--- src/rtl/l1_cache_ctrl_if.sv ---
// CPU-side and L2-side signal bundle for the direct-mapped L1 cache controller.
// The cache uses the slave modport; the CPU/L2 environment uses the master modport.
interface l1_cache_ctrl_if;
    // CPU side
    logic        ivalid;
    logic        iRW;
    logic [10:0] iaddress;
    logic [7:0]  iwrite_data;
    logic        oready;
    logic [7:0]  oread_data;
    logic        oL1miss;
    // L2 side
    logic        oL2_req;
    logic        oL2_RW;
    logic [10:0] oL2_address;
    logic [7:0]  oL2_write_data;
    logic        iL2_ready;
    logic [31:0] iL2_read_data;

    modport slave (
        input  ivalid, iRW, iaddress, iwrite_data, iL2_ready, iL2_read_data,
        output oready, oread_data, oL1miss,
        output oL2_req, oL2_RW, oL2_address, oL2_write_data
    );

    modport master (
        output ivalid, iRW, iaddress, iwrite_data, iL2_ready, iL2_read_data,
        input  oready, oread_data, oL1miss,
        input  oL2_req, oL2_RW, oL2_address, oL2_write_data
    );
endinterface

--- src/rtl/l1_cache_ctrl.sv ---
// Direct-mapped, write-through, no-write-allocate L1 cache controller.
// One request at a time: IDLE -> LOOKUP -> (REFILL | WRITE_WAIT) -> RESPOND -> IDLE.
module l1_cache_ctrl #(
    parameter int NUM_LINES   = 8,
    parameter int BLOCK_BYTES = 4
) (
    input  logic           clk,
    input  logic           rst,
    l1_cache_ctrl_if.slave bus
);
    localparam int ADDR_W   = 11;
    localparam int INDEX_W  = $clog2(NUM_LINES);
    localparam int OFFSET_W = $clog2(BLOCK_BYTES);
    localparam int TAG_W    = ADDR_W - INDEX_W - OFFSET_W;

    typedef enum logic [2:0] {
        IDLE,
        LOOKUP,
        REFILL,
        WRITE_WAIT,
        RESPOND
    } state_t;

    typedef logic [BLOCK_BYTES-1:0][7:0] block_t;

    state_t state;
    state_t next_state;

    // Latched request
    logic              req_rw;
    logic [ADDR_W-1:0] req_addr;
    logic [7:0]        req_wdata;
    logic              miss_flag;
    logic [7:0]        resp_data;

    // Cache storage
    logic [NUM_LINES-1:0] valid;
    logic [TAG_W-1:0]     tag_array  [NUM_LINES];
    block_t               data_array [NUM_LINES];

    logic [TAG_W-1:0]    req_tag;
    logic [INDEX_W-1:0]  req_index;
    logic [OFFSET_W-1:0] req_offset;
    logic                hit;
    logic                refill_done;
    logic                write_done;
    block_t              refill_block;

    assign req_tag      = req_addr[ADDR_W-1 -: TAG_W];
    assign req_index    = req_addr[OFFSET_W +: INDEX_W];
    assign req_offset   = req_addr[OFFSET_W-1:0];
    assign hit          = valid[req_index] && (tag_array[req_index] == req_tag);
    assign refill_block = bus.iL2_read_data;

    // L2 completion only counts in the two states that actually hold oL2_req high.
    assign refill_done  = (state == REFILL)     && bus.iL2_ready;
    assign write_done   = (state == WRITE_WAIT) && bus.iL2_ready;

    // NOTE: sequential state uses non-blocking (<=) so every register samples
    // pre-edge values; blocking here would create order-dependent races.
    always_ff @(posedge clk or posedge rst) begin
        if (rst) begin
            state <= IDLE;
        end else begin
            state <= next_state;
        end
    end

    // NOTE: every always_comb output gets a default first so no path leaves it
    // unassigned, which would otherwise infer a latch.
    always_comb begin
        next_state = state;
        case (state)
            IDLE:       if (bus.ivalid) next_state = LOOKUP;
            LOOKUP: begin
                if (!req_rw)  next_state = WRITE_WAIT;
                else if (hit) next_state = RESPOND;
                else          next_state = REFILL;
            end
            REFILL:     if (bus.iL2_ready) next_state = RESPOND;
            WRITE_WAIT: if (bus.iL2_ready) next_state = RESPOND;
            RESPOND:    next_state = IDLE;
            default:    next_state = IDLE;
        endcase
    end

    // Outputs are decoded from state and reset registers only, so reset clears them at once.
    always_comb begin
        bus.oready         = 1'b0;
        bus.oread_data     = '0;
        bus.oL1miss        = 1'b0;
        bus.oL2_req        = 1'b0;
        bus.oL2_RW         = 1'b0;
        bus.oL2_address    = '0;
        bus.oL2_write_data = '0;
        case (state)
            REFILL: begin
                bus.oL1miss     = 1'b1;
                bus.oL2_req     = 1'b1;
                bus.oL2_RW      = 1'b1;
                bus.oL2_address = {req_tag, req_index, {OFFSET_W{1'b0}}};
            end
            WRITE_WAIT: begin
                bus.oL1miss        = miss_flag;
                bus.oL2_req        = 1'b1;
                bus.oL2_RW         = 1'b0;
                bus.oL2_address    = req_addr;
                bus.oL2_write_data = req_wdata;
            end
            RESPOND: begin
                bus.oready     = 1'b1;
                bus.oread_data = resp_data;
                bus.oL1miss    = miss_flag;
            end
            default: ;
        endcase
    end

    always_ff @(posedge clk or posedge rst) begin
        if (rst) begin
            req_rw    <= 1'b0;
            req_addr  <= '0;
            req_wdata <= '0;
            miss_flag <= 1'b0;
            resp_data <= '0;
            valid     <= '0;
        end else begin
            if (state == IDLE && bus.ivalid) begin
                req_rw    <= bus.iRW;
                req_addr  <= bus.iaddress;
                req_wdata <= bus.iwrite_data;
            end
            if (state == LOOKUP) begin
                miss_flag <= !hit;
                if (req_rw && hit) resp_data <= data_array[req_index][req_offset];
            end
            if (refill_done) begin
                resp_data        <= refill_block[req_offset];
                valid[req_index] <= 1'b1;
            end
            if (write_done) resp_data <= '0;
        end
    end

    // NOTE: tag and data storage carry no reset; the valid bits alone decide
    // whether their contents mean anything, which keeps these plain RAM.
    always_ff @(posedge clk) begin
        if (refill_done) begin
            tag_array[req_index]  <= req_tag;
            data_array[req_index] <= refill_block;
        end else if (state == LOOKUP && !req_rw && hit) begin
            data_array[req_index][req_offset] <= req_wdata;
        end
    end
endmodule

--- src/flat_wrapper.sv ---
// flat-port wrapper written by rule: the top's interface ports become plain ports
module l1_cache_ctrl_flat 
#(
    parameter int NUM_LINES   = 8,
    parameter int BLOCK_BYTES = 4
)
  (clk, rst, bus_ivalid, bus_iRW, bus_iaddress, bus_iwrite_data, bus_iL2_ready, bus_iL2_read_data, bus_oready, bus_oread_data, bus_oL1miss, bus_oL2_req, bus_oL2_RW, bus_oL2_address, bus_oL2_write_data);
  l1_cache_ctrl_if bus_i ();
  input  logic clk;
  input  logic rst;
  input wire logic [$bits(bus_i.ivalid)-1:0] bus_ivalid;
  input wire logic [$bits(bus_i.iRW)-1:0] bus_iRW;
  input wire logic [$bits(bus_i.iaddress)-1:0] bus_iaddress;
  input wire logic [$bits(bus_i.iwrite_data)-1:0] bus_iwrite_data;
  input wire logic [$bits(bus_i.iL2_ready)-1:0] bus_iL2_ready;
  input wire logic [$bits(bus_i.iL2_read_data)-1:0] bus_iL2_read_data;
  output wire logic [$bits(bus_i.oready)-1:0] bus_oready;
  output wire logic [$bits(bus_i.oread_data)-1:0] bus_oread_data;
  output wire logic [$bits(bus_i.oL1miss)-1:0] bus_oL1miss;
  output wire logic [$bits(bus_i.oL2_req)-1:0] bus_oL2_req;
  output wire logic [$bits(bus_i.oL2_RW)-1:0] bus_oL2_RW;
  output wire logic [$bits(bus_i.oL2_address)-1:0] bus_oL2_address;
  output wire logic [$bits(bus_i.oL2_write_data)-1:0] bus_oL2_write_data;
  assign bus_i.ivalid = bus_ivalid;
  assign bus_i.iRW = bus_iRW;
  assign bus_i.iaddress = bus_iaddress;
  assign bus_i.iwrite_data = bus_iwrite_data;
  assign bus_i.iL2_ready = bus_iL2_ready;
  assign bus_i.iL2_read_data = bus_iL2_read_data;
  assign bus_oready = bus_i.oready;
  assign bus_oread_data = bus_i.oread_data;
  assign bus_oL1miss = bus_i.oL1miss;
  assign bus_oL2_req = bus_i.oL2_req;
  assign bus_oL2_RW = bus_i.oL2_RW;
  assign bus_oL2_address = bus_i.oL2_address;
  assign bus_oL2_write_data = bus_i.oL2_write_data;
  l1_cache_ctrl #(.NUM_LINES(NUM_LINES), .BLOCK_BYTES(BLOCK_BYTES)) u_core (.clk(clk), .rst(rst), .bus(bus_i));
endmodule
--- config.mk ---
export PLATFORM = sky130hd
export DESIGN_NAME = l1_cache_ctrl_flat
export DESIGN_NICKNAME = d
export VERILOG_FILES = /design/src/rtl/l1_cache_ctrl_if.sv /design/src/rtl/l1_cache_ctrl.sv /design/src/flat_wrapper.sv
export SDC_FILE = /design/constraint.sdc
export NUM_CORES = 1
export LEC_CHECK = 0
export CAP_MARGIN = 40
export CELL_PAD_IN_SITES_DETAIL_PLACEMENT = 1
export CELL_PAD_IN_SITES_GLOBAL_PLACEMENT = 1
export CORE_MARGIN = 1.5
export CORE_UTILIZATION = 40
export DETAILED_ROUTE_END_ITERATION = 16
export GPL_ROUTABILITY_DRIVEN = 0
export PLACE_DENSITY = 0.75
export SETUP_SLACK_MARGIN = 0.15
export SYNTH_ARGS = -nofsm -noshare
export SYNTH_HDL_FRONTEND = slang
export SYNTH_SLANG_ARGS = --single-unit
--- constraint.sdc ---
create_clock -name clk -period 4 [get_ports clk]
set_clock_uncertainty 0.05 [all_clocks]
set_input_delay 0.6 -clock clk [delete_from_list [all_inputs] [get_ports clk]]
set_output_delay 0.6 -clock clk [all_outputs]
set_load 0.01 [all_outputs]
# Word-level counts from Yosys, hierarchy flattened
# Memories as Yosys holds them, arrays and structs flattened.
# Cells that the tools add are included.
# word_totals
regBits	40
mem_bits_rw	304
inputBits	56
output_inout_bits	31
word_cells	134
mem_count	2
# classes
magnitude_cmp	4
eq_ne	7
muxes	63
bitwise_logic	33
n_reduce_logical	18
# memory_table
name	depth	width	read_ports	rd_ports_with_merged_regs	wr	line	text
u_core.data_array	8	32	1	0	1	l1_cache_ctrl.sv:39	block_t data_array [NUM_LINES];
u_core.tag_array	8	6	1	0	1	l1_cache_ctrl.sv:38	logic [TAG_W-1:0] tag_array [NUM_LINES];
# op_table
cell	n
8-bit two-way mux	9
1-bit two-way mux	41
8-bit binary-select mux with 2-bit select	2
32-bit two-way mux	1
1-bit bitwise OR	32
11-bit one-hot mux with 2 select lines	1
8-bit demux with 2-bit select	1
3-bit two-way mux	4
1-bit logical AND	9
3-bit one-hot mux with 3 select lines	1
8-bit bitwise OR	1
3-bit by 2-bit == test with 1-bit output (second input constant)	2
6-bit == test	1
3-bit nonzero test	2
3-bit by 4-bit < comparator with 1-bit output (second input constant)	1
2-bit AND reduction	2
2-bit OR reduction	2
1-bit binary-select mux with 3-bit select	1
1-bit demux with 3-bit select	1
3-bit by 1-bit == test with 1-bit output (second input constant)	1
3-bit == test (second input constant)	1
3-bit by 1-bit >= comparator with 1-bit output (second input constant)	1
3-bit zero test	1
2-bit by 3-bit < comparator with 1-bit output (second input constant)	1
5 further kinds	6

# Longest topological paths before layout
# logic_depth
ltp_word	8
ltp_mapped	13
mapped_depth_nobuf	7

# Worst setup path after synthesis
# OpenSTA, ideal clock, no wires.
# synth_timing
path_type	register to register
start	register u_core.req_addr[3]
end	memory u_core.data_array[0][16] (netlist bit) (enable)
setup_time_ns	0.375
arrival_time_ns	2.719
required_ns	3.575
path_slack_ns	0.856
path_stages_with_launch	11
path_buffers	3
synth_period_minus_slack_ns	3.144
cell_sequence	dfrtp_1 buf_2 buf_4 nand2_1 o221ai_1 a222oi_1 o211ai_1 nor3_4 nand4b_4 buf_2 a21oi_1
# synth_via
elab_chain_len	8
elab_cells_between_ends	10
classes_between	1 x eq/ne; 5 x mux; 1 x bitwise; 2 x reduce/logical; 1 x memory
# synth_lines
item	line	text
start, declared	l1_cache_ctrl.sv:31	logic [ADDR_W-1:0] req_addr;
start signal, assigned	l1_cache_ctrl.sv:130	req_addr <= bus.iaddress;
memory read 8 x 6 bit or 1-bit binary-select mux with 3-bit select (tied branches)	n/a	
6-bit == test or 1-bit two-way mux (tied branches)	l1_cache_ctrl.sv:52	assign hit = valid[req_index] && (tag_array[req_index] == req_tag);
1-bit logical AND	l1_cache_ctrl.sv:52	
1-bit logical AND	l1_cache_ctrl.sv:151	end else if (state == LOOKUP && !req_rw && hit) begin
1-bit two-way mux	l1_cache_ctrl.sv:151	
1-bit two-way mux	l1_cache_ctrl.sv:148	if (refill_done) begin
32-bit two-way mux (not written as such)	l1_cache_ctrl.sv:152	data_array[req_index][req_offset] <= req_wdata;
1-bit bitwise OR (no line)	n/a	
end, declared	l1_cache_ctrl.sv:39	
# Several ways; a longest one is shown, not always the timed one. The select of a mux whose other input is x is not followed.

# Worst setup path after layout
# layout_timing
start	register u_core.req_addr[2]
end	memory u_core.data_array[1][23] (netlist bit) (enable)
# Same word-level chain as after synthesis.

==> results.py <==
metrics = {
    "die": {
        "die_w_um": 194,
        "die_h_um": 194,
        "dieArea_um2": 37700,
        "core_area_um2": 35700,
        "core.rowCount": 69,
        "start_util": 0.409,
        "pin_count": 87,
    },
    "logic_synthesis": {
        "yosysWarningCount": 0,
        "synth-edff-count": 304,
        "syn_area_um2": 14600,
        "ys_seq_elements": 344,
        "async_flop_share": 0.116,
        "syn_inst": 920,
        "syn_area_per_cell_um2": 15.9,
        "postSynthNetCount": 976,
        "synthDistinctLibCells": 68,
        "ys.flop_type": "edfxtp_1",
        "ys_seq_area_frac": 0.693,
    },
    "timing": {
        "maxSlewViolCount": 0,
        "fin_crit_sh": 0.922,
        "setup_viol": 0,
        "slew_headroom": 0.440,
        "rsz0062_at_grt": "false",
        "hold_viol": 0,
        "tns_ns": 0,
        "layout_min_cycle_time_ns": 3.69,
        "holdWs_ns": 0.421,
        "worstMarginPinSlew_ns": 0.837,
        "setup_ws_ns": 0.311,
        "max_freq_mhz": 271,
    },
    "cts": {
        "clkLatencyLatePin_ns": 0.53,
        "cts.sink_count": 344,
        "cts.path.max_buffers": 3,
        "holdBufCountCts": 0,
        "ctsResizeCount": 0,
        "clkTransAtPathRegs_ns": 0.06,
        "h-tree-depth": 2,
        "tritoncts": "yes",
        "numCtsBuffers": 37,
        "cts_root_buf": "clkbuf_16",
        "postCtsSetupRepairBufs": 0,
    },
    "route": {
        "antenna_left": 0,
        "wl_met1_um": 17000,
        "detail_route.iter0.violations": 1036,
        "drt-pass1-iter-count": 12,
        "routedWlPerCell_um": 28.9,
        "drcViolationCount": 3,
        "via_count": 9211,
        "dr_wl_met2_um": 21500,
        "wl_um": 44500,
        "viasPerCell": 5.97,
        "met3_wirelength_um": 3850,
        "routed.top_layer": "met5",
    },
    "layout": {
        "final_common_cell": "edfxtp_1",
        "mostFrequentLayoutCells": "304 x edfxtp_1, 86 x clkdlybuf4s50_1, 81 x mux2_2",
        "area_delta_synth_final_pct": 18.8,
        "diodes": 0,
        "final_layout_size_suffix_gt1_frac": 0.235,
        "postLayoutCellArea_um2": 17400,
        "utilization": 0.486,
        "instances_no_fill": 1542,
        "fin_nets": 1110,
    },
    "worst_setup_path": {
        "required_ns": 4.16,
        "worstSetupPathType": "flop to flop",
        "start_kind": "flop",
        "worst-path-max-fanout": 23,
        "critPathCaptureType": "flop",
        "cp.arrival_ns": 3.85,
    },
    "global_route": {
        "grt_pass1_vias": 9809,
        "antenna_found_initial": 1,
        "grt_usage": 0.238,
        "grt_max_degree": 41,
        "grt_overflow": 0,
        "grt_pass1_wl_um": 66100,
    },
    "outcome": {
        "violations": "DRC",
        "run_status": "finished with violations",
    },
    "place": {
        "pre_cts_ws_ns": 0.370,
        "port-buffer-count": 86,
        "placed_cells": 1476,
        "placed_cell_area_um2": 16300,
        "dpl.hpwl_um": 31200,
    },
    "pwr": {
        "powerDensity_nw_per_um2": 705,
        "total_power_mw": 12.2,
        "vdd_drop_max_mv": 0.364,
        "p_leak_nw": 5.88,
    },
    "run": {
        "cap_violations": 0,
    },
    "hold_path": {
        "hp-class": "flop to flop",
    },
}
layer usage:
layer  global-route usage  vias up
met1                0.301     4704
met4                0.110        2
met5                    0        -
met3               0.0544      113
met2                0.391      479
li1                     -     3913
final cells by class:
class,instances,area [µm²]
clock buffers,47,973
flip-flops and latches,344,10100
clock inverters,19,103
inverters,9,33.8
multi-input cells,508,4170
fillers,3507,18400
repair buffers,154,1370
well taps,461,577
where the power goes:
part           switching [mW]  leakage (nW)  total, mW  internal [mW]
combinational            2.62          2.16       4.31           1.69
clock                    1.38         0.518       3.11           1.73
sequential              0.505          3.20       4.83           4.32
cell families after synthesis:
kind of cell,synth area share
xor+xnor,0.00180
compound gates,0.0853
mux,0.131
buf+inv,0.0222
simple gates,0.0670
flops,0.693
state kept, by name (all words and copies together), names as in the netlist:
| register | count |
|---|---|
| u_core.data_array | 256 |
| u_core.miss_flag | 1 |
| u_core.req_addr | 11 |
| u_core.req_rw | 1 |
| u_core.req_wdata | 8 |
| u_core.resp_data | 8 |
| u_core.state | 3 |
| u_core.tag_array | 48 |
| u_core.valid | 8 |
synthesized netlist by cell type (all sizes together) (6+ instances only):
cell / n / area (µm²)
edfxtp: 304 / 9130
inv: 9 / 33.8
dfrtp: 40 / 1000
a22o: 6 / 52.6
a22oi: 25 / 188
nor3: 7 / 46.3
a31oi: 7 / 50.1
nor2: 66 / 275
and2: 17 / 109
and3: 21 / 131
or2: 8 / 50.1
o211ai: 10 / 75.1
a21oi: 32 / 160
nand2: 41 / 154
o221ai: 6 / 58.8
o21ai: 19 / 95.1
a221oi: 29 / 254
mux2i: 38 / 380
mux2: 85 / 965
mux4: 25 / 563
clkbuf: 30 / 113
nor2b: 11 / 68.8
buf: 29 / 178
critical path, cell delays in order, from the launching register on:
cell and delay [ns]:
dfrtp_4 0.65, mux4_2 0.57, mux2i_1 0.24, xor2_1 0.30, o211ai_1 0.20, nor3_4 0.43
nand4b_4 0.40, a21oi_1 0.29, buf_4 0.24
worst paths after layout:
path / slack, ns / start / endpoint / depth (start not counted)
min in group asynchronous: 0.48 / rst / u_core.valid[5] / 3
max in group asynchronous: 2.99 / rst / u_core.req_addr[3] / 3
min: 0.42 / u_core.valid[6] / u_core.valid[6] / 2
max reg2reg: 0.31 / u_core.req_addr[2] / u_core.data_array[1][23] / 8
max: 0.31 / u_core.req_addr[2] / u_core.data_array[1][23] / 8
min reg2reg: 0.42 / u_core.valid[6] / u_core.valid[6] / 2
(Power assumes the default switching activity.)
